$ cat src/rtl/sipo_deserializer.sv
// LSB-first serial-in/parallel-out receiver with a valid/ready output register.
// Define PARITY_CHECK_EN to expect a trailing even-parity bit per frame.
module sipo_deserializer #(
    parameter int unsigned WIDTH = 4,
    parameter int unsigned CNT_W = 3
) (
    input  logic             clk,
    input  logic             reset,
    input  logic             s_in,
    input  logic             bit_en,
    input  logic             sof,
    output logic [WIDTH-1:0] d_out,
    output logic             d_valid,
    input  logic             d_ready,
    output logic             busy,
    output logic             overrun,
    output logic             parity_err
);

`ifdef PARITY_CHECK_EN
    localparam int unsigned FRAME = WIDTH + 1;
`else
    localparam int unsigned FRAME = WIDTH;
`endif
    localparam logic [CNT_W-1:0] LAST = CNT_W'(FRAME - 1);

    logic [FRAME-1:0] shift_q, shift_d;
    logic [CNT_W-1:0] cnt_q, cnt_d, cur_cnt;
    logic             done, accept, load;

    always_comb begin
        shift_d = shift_q;
        cnt_d   = cnt_q;
        cur_cnt = cnt_q;
        done    = 1'b0;
        if (bit_en) begin
            shift_d = {s_in, shift_q[FRAME-1:1]};
            // sof with a sampled bit makes that bit position 0 of a fresh frame
            cur_cnt = sof ? '0 : cnt_q;
            if (cur_cnt == LAST) begin
                done  = 1'b1;
                cnt_d = '0;
            end else begin
                cnt_d = cur_cnt + 1'b1;
            end
        end else if (sof) begin
            cnt_d = '0;
        end
        accept = d_valid & d_ready;
        load   = done & (~d_valid | d_ready);
    end

    assign busy = (cnt_q != '0);

    always_ff @(posedge clk or negedge reset) begin
        if (!reset) begin
            shift_q <= '0;
            cnt_q   <= '0;
            d_out   <= '0;
            d_valid <= 1'b0;
            overrun <= 1'b0;
        end else begin
            shift_q <= shift_d;
            cnt_q   <= cnt_d;
            if (load) begin
                d_out   <= shift_d[WIDTH-1:0];
                d_valid <= 1'b1;
            end else if (accept) begin
                d_valid <= 1'b0;
            end
            if (done && d_valid && !d_ready) begin
                overrun <= 1'b1;
            end
        end
    end

`ifdef PARITY_CHECK_EN
    logic perr_q;

    always_ff @(posedge clk or negedge reset) begin
        if (!reset) begin
            perr_q <= 1'b0;
        end else if (load) begin
            perr_q <= ^shift_d;
        end
    end

    assign parity_err = perr_q;
`else
    assign parity_err = 1'b0;
`endif

endmodule

$ cat config.mk
export PLATFORM = sky130hd
export DESIGN_NAME = sipo_deserializer
export DESIGN_NICKNAME = d
export VERILOG_FILES = /design/src/rtl/sipo_deserializer.sv
export SDC_FILE = /design/constraint.sdc
export NUM_CORES = 1
export LEC_CHECK = 0
export CAP_MARGIN = 20
export CORE_AREA = 2 2 39 41
export CTS_CLUSTER_DIAMETER = 50
export DETAILED_ROUTE_END_ITERATION = 16
export DIE_AREA = 0 0 41 43
export DONT_BUFFER_PORTS = 1
export PLACE_DENSITY = 0.69
export REMOVE_ABC_BUFFERS = 1
export SYNTH_ARGS = -nofsm -noshare
export SYNTH_HDL_FRONTEND = slang
export SYNTH_SLANG_ARGS = --single-unit
$ cat constraint.sdc
create_clock -name clk -period 2.4 [get_ports clk]
set_clock_uncertainty 0.2 [all_clocks]
set_input_delay 0.36 -clock clk [delete_from_list [all_inputs] [get_ports clk]]
set_output_delay 0.36 -clock clk [all_outputs]
set_load 0.01 [all_outputs]
# Word-level counts from Yosys, hierarchy flattened
# Index checks and enable logic that the tools add are counted.
dict set report classes {
  addsub 1
  mul 0
  div 0
  magnitude_cmp 0
  eq_ne 1
  shifts 0
  mux 8
  bitwise_logic 4
  n_reduce_logical 5
}
# operator count
set op_table {}
lappend op_table {{two-way mux 3 bit} 3}
lappend op_table {{two-way mux 1 bit} 4}
lappend op_table {{two-way mux 4 bit} 1}
lappend op_table {{adder 3 x 1 -> 3 bit (second input constant)} 1}
lappend op_table {{equality test 3 x 2 -> 1 bit (second input constant)} 1}
lappend op_table {{nonzero test 3 bit} 1}
lappend op_table {{bitwise AND 1 bit} 2}
lappend op_table {{logical AND 1 bit} 2}
lappend op_table {{nonzero test 2 bit} 1}
lappend op_table {{logical NOT 1 bit} 1}
lappend op_table {{inverter 1 bit} 1}
lappend op_table {{OR 1 bit} 1}
dict set report totals {
  register_bits 13
  latch_bits 0
  mem_bits_rw 0
  romBits 0
  input_bits 6
  out_inout_bits 8
  elab_cells 24
  memories 0
}

# Depth between registers and ports, before layout
# Gate-level depths: netlist (run 1).
dict set report logic_depth {
  ltp_word 6
  mapped_depth 4
  mapped_depth_nobuf 4
}

# Worst setup path after synthesis (run 1)
# No wires, ideal clock.
dict set report synth_timing {
  kind {input to register}
  from {input sof}
  to {register d_out[0]}
  setup_ns 0.125
  arrival_ns 1.309
  t_required_ns 2.075
  slack_ns 0.766
  cell_stages 4
  n_path_buf 0
  path_cell_list {nor2b_1 > ha_1 > and4b_4 > mux2_4}
}
dict set report synth_via {
  elab_chain_cells 5
}
# element line
set synth_rtl {}
lappend synth_rtl {{start, declared} 11} ;# input logic sof,
lappend synth_rtl {{two-way mux 3 bit} --}
lappend synth_rtl {{equality test 3 x 2 -> 1 bit} 40} ;# if (cur_cnt == LAST) begin
lappend synth_rtl {{two-way mux 1 bit} 40}
lappend synth_rtl {{two-way mux 1 bit} 36} ;# if (bit_en) begin
lappend synth_rtl {{bitwise AND 1 bit} 50} ;# load = done & (~d_valid | d_ready);
lappend synth_rtl {{end signal, assigned} 66} ;# d_out <= shift_d[WIDTH-1:0];
lappend synth_rtl {{end, declared} 12} ;# output logic [WIDTH-1:0] d_out,
# Every way passes these cells.
# A chain may end at the register's enable or synchronous reset.

# Worst setup path after layout (run 1)
dict set report layout_timing {
  from {register cnt_q[0]}
  to {register d_out[2]}
}
dict set report layout_via {
  elab_chain_cells 5
}
# element line
set layout_rtl {}
lappend layout_rtl {{start, declared} 28} ;# logic [CNT_W-1:0] cnt_q, cnt_d, cur_cnt;
lappend layout_rtl {{start signal, assigned} 64} ;# cnt_q <= cnt_d;
lappend layout_rtl {{two-way mux 3 bit} --}
lappend layout_rtl {{equality test 3 x 2 -> 1 bit} 40}
lappend layout_rtl {{two-way mux 1 bit} 40}
lappend layout_rtl {{two-way mux 1 bit} 36}
lappend layout_rtl {{bitwise AND 1 bit} 50}
# Every way passes these cells.

==> results.md, run 1 <==
- R2R Setup Slk: 0.62 ns
- Clk pin slew, worst setup/hold paths: 0.08 ns
- Final ANT Viol Nets: 0
- GPL Wtd Cong: 0.6677
- Post-CTS resize count: 0
- Starting Density: 42.31%
- Detailed Place HPWL: 692.8 µm
- Setup TNS: 0 ns
- Worst r2r path cells: 4
- Synthesized flop and latch total: 13
- Critical Path Fanout Max: 4
- CP endpoint: d_out[2]$_DFFE_PN0P_
- Power density cells: 812.0 nW/µm²
- Clock sink total: 13
- Post-Synthesis Cells: 36
- Via count: 286
- Minimum clock period: 1.780 ns
- RSZ-0062 raised after global routing: no
- Worst EP required: 2.35 ns
- Netlist cell types: 16
- Static leakage: 0.3060 nW
- Max Cap Violations: 0
- First-pass GRT wire length: 1524 µm
- Syn Area/Cell: 16.27 µm²
- DR vias/cell: 5.107
- Dpl ws: 0.6549 ns
- CTS Buffer Depth: 2
- Cell row count: 14
- Buf/Inv on CP: 0
- CP startpoint: cnt_q[0]$_DFF_PN0_
- H-Tree Depth: 1
- Maximum vdd ir drop: 0.3422 mV
- Nets: 48
- Max Freq: 561.7 MHz
- Vias in the first global route: 313
- Fin crit share: 74.18%
- Root buf cell: clkbuf_4
- Critical path class: reg2reg
- Worst path cell trace: nor2b_1 > ha_1 > and4b_4 > mux2_4
- DRT Pass-1 Iters: 4
- Area leader, netlist: dfrtp_1
- Yosys warnings: 0
- Die width: 41 µm
- Levels on crit path: 4
- Top cell family by delay on the critical path: simple AND/OR/NAND/NOR gates
- Synth area leaders: dfrtp_1, mux2_4, and4b_4
- Clock tree from TritonCTS: yes
- Pwr Total: 0.5141 mW
- Worst rel slew slack: 61.94%
- Drc violations: 0
- Slew @ Worst Pin: 0.5690 ns
- Antenna diodes: 0
- Status: complete, no violations
- Clock Latency Late Sink: 0.26 ns
- Routed length per placed instance: 16.64 µm
- CP max stage delay: 0.36 ns
- Hold Crit Class: in2reg
- Total congestion overflow: 0
- CP Launch Type: flop
- Worst EP arrival: 1.73 ns
- Seq/Total Area, Yosys: 55.56%
- Die Y: 43 µm
- Core area: 1384 µm²
- Total global-route track usage: 13.34%
- I/O Buffers: 0
- Largest net degree at the start of global routing: 14
- Synth Cell Area: 585.6 µm²
- Die area: 1763 µm²
- Post-CTS Setup Bufs: 0
- Share of layout cells above drive strength 1: 42.50%
- Reg2reg start: cnt_q[0]$_DFF_PN0_
- CTS buffer count: 3
- Initial antenna violation count: 0
- Cell with the largest stage delay on the worst path: dfrtp_1
- Synth top area share: 55.56%
- Worst R2R End: d_out[2]$_DFFE_PN0P_
- Synth-to-layout area growth: 8.120%
- Final hold vios: 0
- Setup ws final: 0.6198 ns
- 1st-iter DRT viols: 7
- Setup Viol. Count Final: 0
- Slew Viols, Final: 0
- Critical path endpoint category: flop
- Total Wirelength: 932 µm
- Io pins: 14
==> state kept, by name, indices dropped and copies added (netlist names) <==
signal,cells
shift_q,4
d_out,4
cnt_q,3
d_valid,1
overrun,1
==> synthesized netlist by cell type, drive strengths merged <==
cell    instances
nor2b           3
buf             2
nand2b          1
dfrtp          13
a21oi           1
xor2            1
mux2            9
or3             1
conb            1
and4b           1
a41o            1
a31o            1
ha              1
==> cells by family (layout without fill, tap and decap cells) <==
group	Yosys count	in the layout	synth area share [%]
flops	13	13	55.56
mux	9	9	22.44
simple gates	6	6	10.26
compound gates	3	3	4.273
buf+inv	2	6	3.205
fa+ha+maj	1	1	2.136
other cells	1	1	0.6404
xor+xnor	1	1	1.496
==> layer usage <==
metal	part of all wire [%]	wire length, µm	GRT usage [%]	up-vias
met5	0	0	0	-
met4	0	0	6.000	0
met3	9.1	85	4.712	0
met2	50	463	18.13	11
met1	41	383	18.52	144
li1	-	-	-	131
==> worst min path at each step <==
stage	endpoint	slack, ns	cells after the start	from
after floorplan	cnt_q[0]$_DFF_PN0_	-0.14	0	reset
final	d_valid$_DFFE_PN0P_	0.04	1	bit_en
after global placement	d_out[0]$_DFFE_PN0P_	-0.14	0	reset
after detailed placement	d_out[0]$_DFFE_PN0P_	-0.14	0	reset
after CTS	d_valid$_DFFE_PN0P_	0.04	1	bit_en
after global routing	d_valid$_DFFE_PN0P_	0.03	1	bit_en
==> cell type report <==
class,instances,area [µm²]
fillers,127,750.7
flip-flops and latches,13,325.3
multi-input cells,21,241.5
clock buffers,4,26.28
repair buffers,2,20.02
well taps,16,20.02
==> per-stage QoR <==
stage | area, µm² | hold WS, ns | std cells | util [%]
CTS | 633.1 | 0.04316 | 56 | 45.75
finish | 633.1 | 0.04402 | 56 | 45.75
floorplan | 566.8 | -0.1356 | 34 | -
detailed placement | 586.8 | -0.1353 | 50 | 42.41
global placement | 586.8 | -0.1353 | 50 | 42.41
global route | 633.1 | 0.02633 | 56 | 45.75
==> where the power goes <==
group	switching, mW	internal (mW)
Clock	0.0638	0.0642
Combinational	0.0268	0.0605
Sequential	0.0377	0.261
Total	0.128	0.386
==> what timing repair did <==
action                                 4_1_cts  5_1_grt
setup endpoints to repair                    0        0
endpoints found under the hold margin       15        0
hold buffers                                 2        0
==> cell usage in the layout, fill, tap and decap left out, drive strengths merged <==
| cell type | Yosys | final |
|---|---|---|
| xor2 | 1 | 1 |
| dfrtp | 13 | 13 |
| nand2b | 1 | 1 |
| nor2b | 3 | 3 |
| dlygate4sd3 | 0 | 2 |
| a31o | 1 | 1 |
| or3 | 1 | 1 |
| mux2 | 9 | 9 |
| conb | 1 | 1 |
| clkbuf | 0 | 4 |
| ha | 1 | 1 |
| a41o | 1 | 1 |
| and4b | 1 | 1 |
| a21oi | 1 | 1 |
Power figures use the tool's default switching activity.
==> run 2, diff against run 1 <==
--- a/config.mk
+++ b/config.mk
@@ -11,7 +11,7 @@
 export DETAILED_ROUTE_END_ITERATION = 16
 export DIE_AREA = 0 0 41 43
 export DONT_BUFFER_PORTS = 1
-export PLACE_DENSITY = 0.69
+export PLACE_DENSITY = 0.71
 export REMOVE_ABC_BUFFERS = 1
 export SYNTH_ARGS = -nofsm -noshare
 export SYNTH_HDL_FRONTEND = slang
==> constraint.sdc (replaced) <==
create_clock -name clk -period 1.59 [get_ports clk]
set_clock_uncertainty 0.2 [all_clocks]
set_input_delay 0.2385 -clock clk [delete_from_list [all_inputs] [get_ports clk]]
set_output_delay 0.2385 -clock clk [all_outputs]
set_load 0.01 [all_outputs]
==> run 2 against run 1 <==
Effect of this change:
- combinational power rose by 110%
- fmax grew 12%
- core utilization grew 7.8 points
- via count rose by 17%
- first-iteration DRC count fell by 57%
- sequential power is 51% higher
- global-route usage increased by 2.7 points
- die area unchanged
- critical path depth unchanged
- largest power group unchanged
==> results.md, run 2 (same netlist as run 1, synthesis figures left out) <==
- Status: complete, no violations
- R2R Setup Slk: 0.004 ns (-0.62 ns)
- Most frequent cells in the layout: dfrtp_1, mux2_4, dlygate4sd3_1, buf_4
- CP Launch Type: flop
- Total global-route track usage: 16.05% (+2.7 points)
- Non-Filler Instances: 65 (+16%)
- Hold Crit Class: in2reg
- Detailed Place HPWL: 775.9 µm (+12%)
- CTS Buffer Depth: 2 (unchanged)
- Max Cap Violations: 0 (unchanged)
- Critical path endpoint category: flop
- Maximum vdd ir drop: 0.5358 mV (+57%)
- Clock tree from TritonCTS: yes
- Cell row count: 14 (unchanged)
- I/O Buffers: 0 (unchanged)
- Final ANT Viol Nets: 0 (unchanged)
- Register area: 325.3 µm² (unchanged)
- Routed length per placed instance: 17.91 µm (+7.6%)
- Design area: 740.7 µm² (+17%)
- Minimum clock period: 1.586 ns (-0.1940 ns)
- Setup Viol. Count Final: 0 (unchanged)
- Total congestion overflow: 0 (unchanged)
- CTS buffer count: 3 (unchanged)
- Worst R2R End: d_out[1]$_DFFE_PN0P_
- Nets: 57 (+19%)
- Cell Area, Placed: 609.3 µm² (+3.8%)
- Worst EP arrival: 1.55 ns (-0.18 ns)
- Pwr Total: 0.8452 mW (+64%)
- Critical path class: reg2reg
- Core area: 1384 µm² (unchanged)
- Worst r2r path cells: 4 (unchanged)
- GPL Wtd Cong: 0.6876 (+3.0%)
- Min-delay src: d_ready
- Share of layout cells above drive strength 1: 48.98% (+6.5 points)
- Total Wirelength: 1164 µm (+25%)
- Starting Density: 42.31% (unchanged)
- Die width: 41 µm (unchanged)
- Synth-to-layout area growth: 26.50%
- Die area: 1763 µm² (unchanged)
- Vias in the first global route: 372 (+19%)
- Clk pin slew, worst setup/hold paths: 0.07 ns (about the same)
- Io pins: 14 (unchanged)
- # fillers: 122 (-3.9%)
- # placed instances: 53 (+6.0%)
- Largest net degree at the start of global routing: 14 (unchanged)
- DRT Pass-1 Iters: 3 (-1)
- Root buf cell: clkbuf_4
- H-Tree Depth: 1 (unchanged)
- Die Y: 43 µm (unchanged)
- Dpl ws: -0.06219 ns (-0.7171 ns)
- 1st-iter DRT viols: 3 (-4)
- Multi-input logic area: 269.0 µm² (+11%)
- Static leakage: 0.3539 nW (+16%)
- Via count: 336 (+17%)
- DR vias/cell: 5.169 (+1.2%)
- Commonest non-fill, non-tap cell in the layout: dfrtp_1
- Critical Path Fanout Max: 4 (unchanged)
- Max Freq: 630.4 MHz (+12%)
- Worst rel slew slack: 61.45% (-0.48 points)
- Slew @ Worst Pin: 0.5763 ns (+0.007239 ns)
- Reg2reg start: cnt_q[1]$_DFF_PN0_
- Worst Hold Path EP: d_valid$_DFFE_PN0P_
- Slew Viols, Final: 0 (unchanged)
- Setup ws final: 0.003816 ns (-0.6160 ns)
- Drc violations: 0 (unchanged)
- RSZ-0062 raised after global routing: yes
- Fin crit share: 99.76% (+26 points)
- Antenna diodes: 0 (unchanged)
- First-pass GRT wire length: 1787 µm (+17%)
- Clock Latency Late Sink: 0.28 ns (+0.02 ns)
- Initial antenna violation count: 0 (unchanged)
- Power density cells: 1141 nW/µm² (+41%)
- Hold depth: 2 (+1)
- Worst EP required: 1.56 ns (-0.79 ns)
- Final hold vios: 0 (unchanged)
- Biggest regs: d_out: 4 flops, shift_q: 4 flops, cnt_q: 3 flops
- Clock sink total: 13 (unchanged)
[run 2: cell types whose count changed in the layout (fill, tap and decap cells not counted), sizes merged]
cell and delta:
dlygate4sd3 +5, buf +4
[run 2: final cells by class]
cell class | count | area share (%)
tap | 16 | 2.703
multi-input combinational | 21 | 36.32
timing repair buffer | 11 | 13.51
sequential | 13 | 43.92
clock buffer | 4 | 3.547
[run 2: layer usage]
layer | share of wire [%] | GRT usage [%] | routed length (µm)
met5 | 0 | 0 | 0
met4 | 2.3 | 10.00 | 27
met3 | 4.7 | 3.141 | 55
met2 | 53 | 25.00 | 614
met1 | 40 | 19.11 | 467
[run 2: how the worst max path moves through the flow]
stage	start	endpoint	slack, ns
2_1_floorplan	cnt_q[0]$_DFF_PN0_	d_out[0]$_DFFE_PN0P_	-0.02
3_3_place_gp	cnt_q[0]$_DFF_PN0_	d_out[2]$_DFFE_PN0P_	0.02
3_5_place_dp	cnt_q[1]$_DFF_PN0_	d_out[1]$_DFFE_PN0P_	-0.06
4_1_cts	sof	d_out[1]$_DFFE_PN0P_	0.004
5_1_grt	cnt_q[1]$_DFF_PN0_	d_out[1]$_DFFE_PN0P_	-0.03
6_report	cnt_q[1]$_DFF_PN0_	d_out[1]$_DFFE_PN0P_	0.004
[run 2: metrics by stage]
step                      util [%]  setup TNS (ns)  hold slack [ns]
after floorplan                  -        -0.08193          -0.2571
after global placement       44.03               0          -0.2568
after detailed placement     44.03         -0.2258          -0.2568
after CTS                    53.53               0          0.02508
after global routing         53.53         -0.1000          0.01753
final                        53.53               0          0.02069
[run 2: worst max-delay path, stage by stage (launching register included)]
cell,delay [ns]
dfrtp_1,0.35
nor2b_4,0.17
ha_4,0.15
and4b_4,0.29
mux2_4,0.31
[run 2: timing repair]
action / 4_1_cts / 5_1_grt
pin swaps: 1 / 1
hold endpoints to repair: 22 / 0
resized for setup: 6 / 0
hold buffers: 7 / 0
setup buffers: 1 / 0
setup endpoints to repair: 4 / 4
[run 2: where the power goes]
group	internal [mW]	leakage, nW	total [mW]	switching, mW
combinational	0.130	0.173	0.186	0.0562
clock	0.0975	0.0150	0.207	0.109
sequential	0.394	0.166	0.452	0.0582
total	0.621	0.354	0.845	0.224
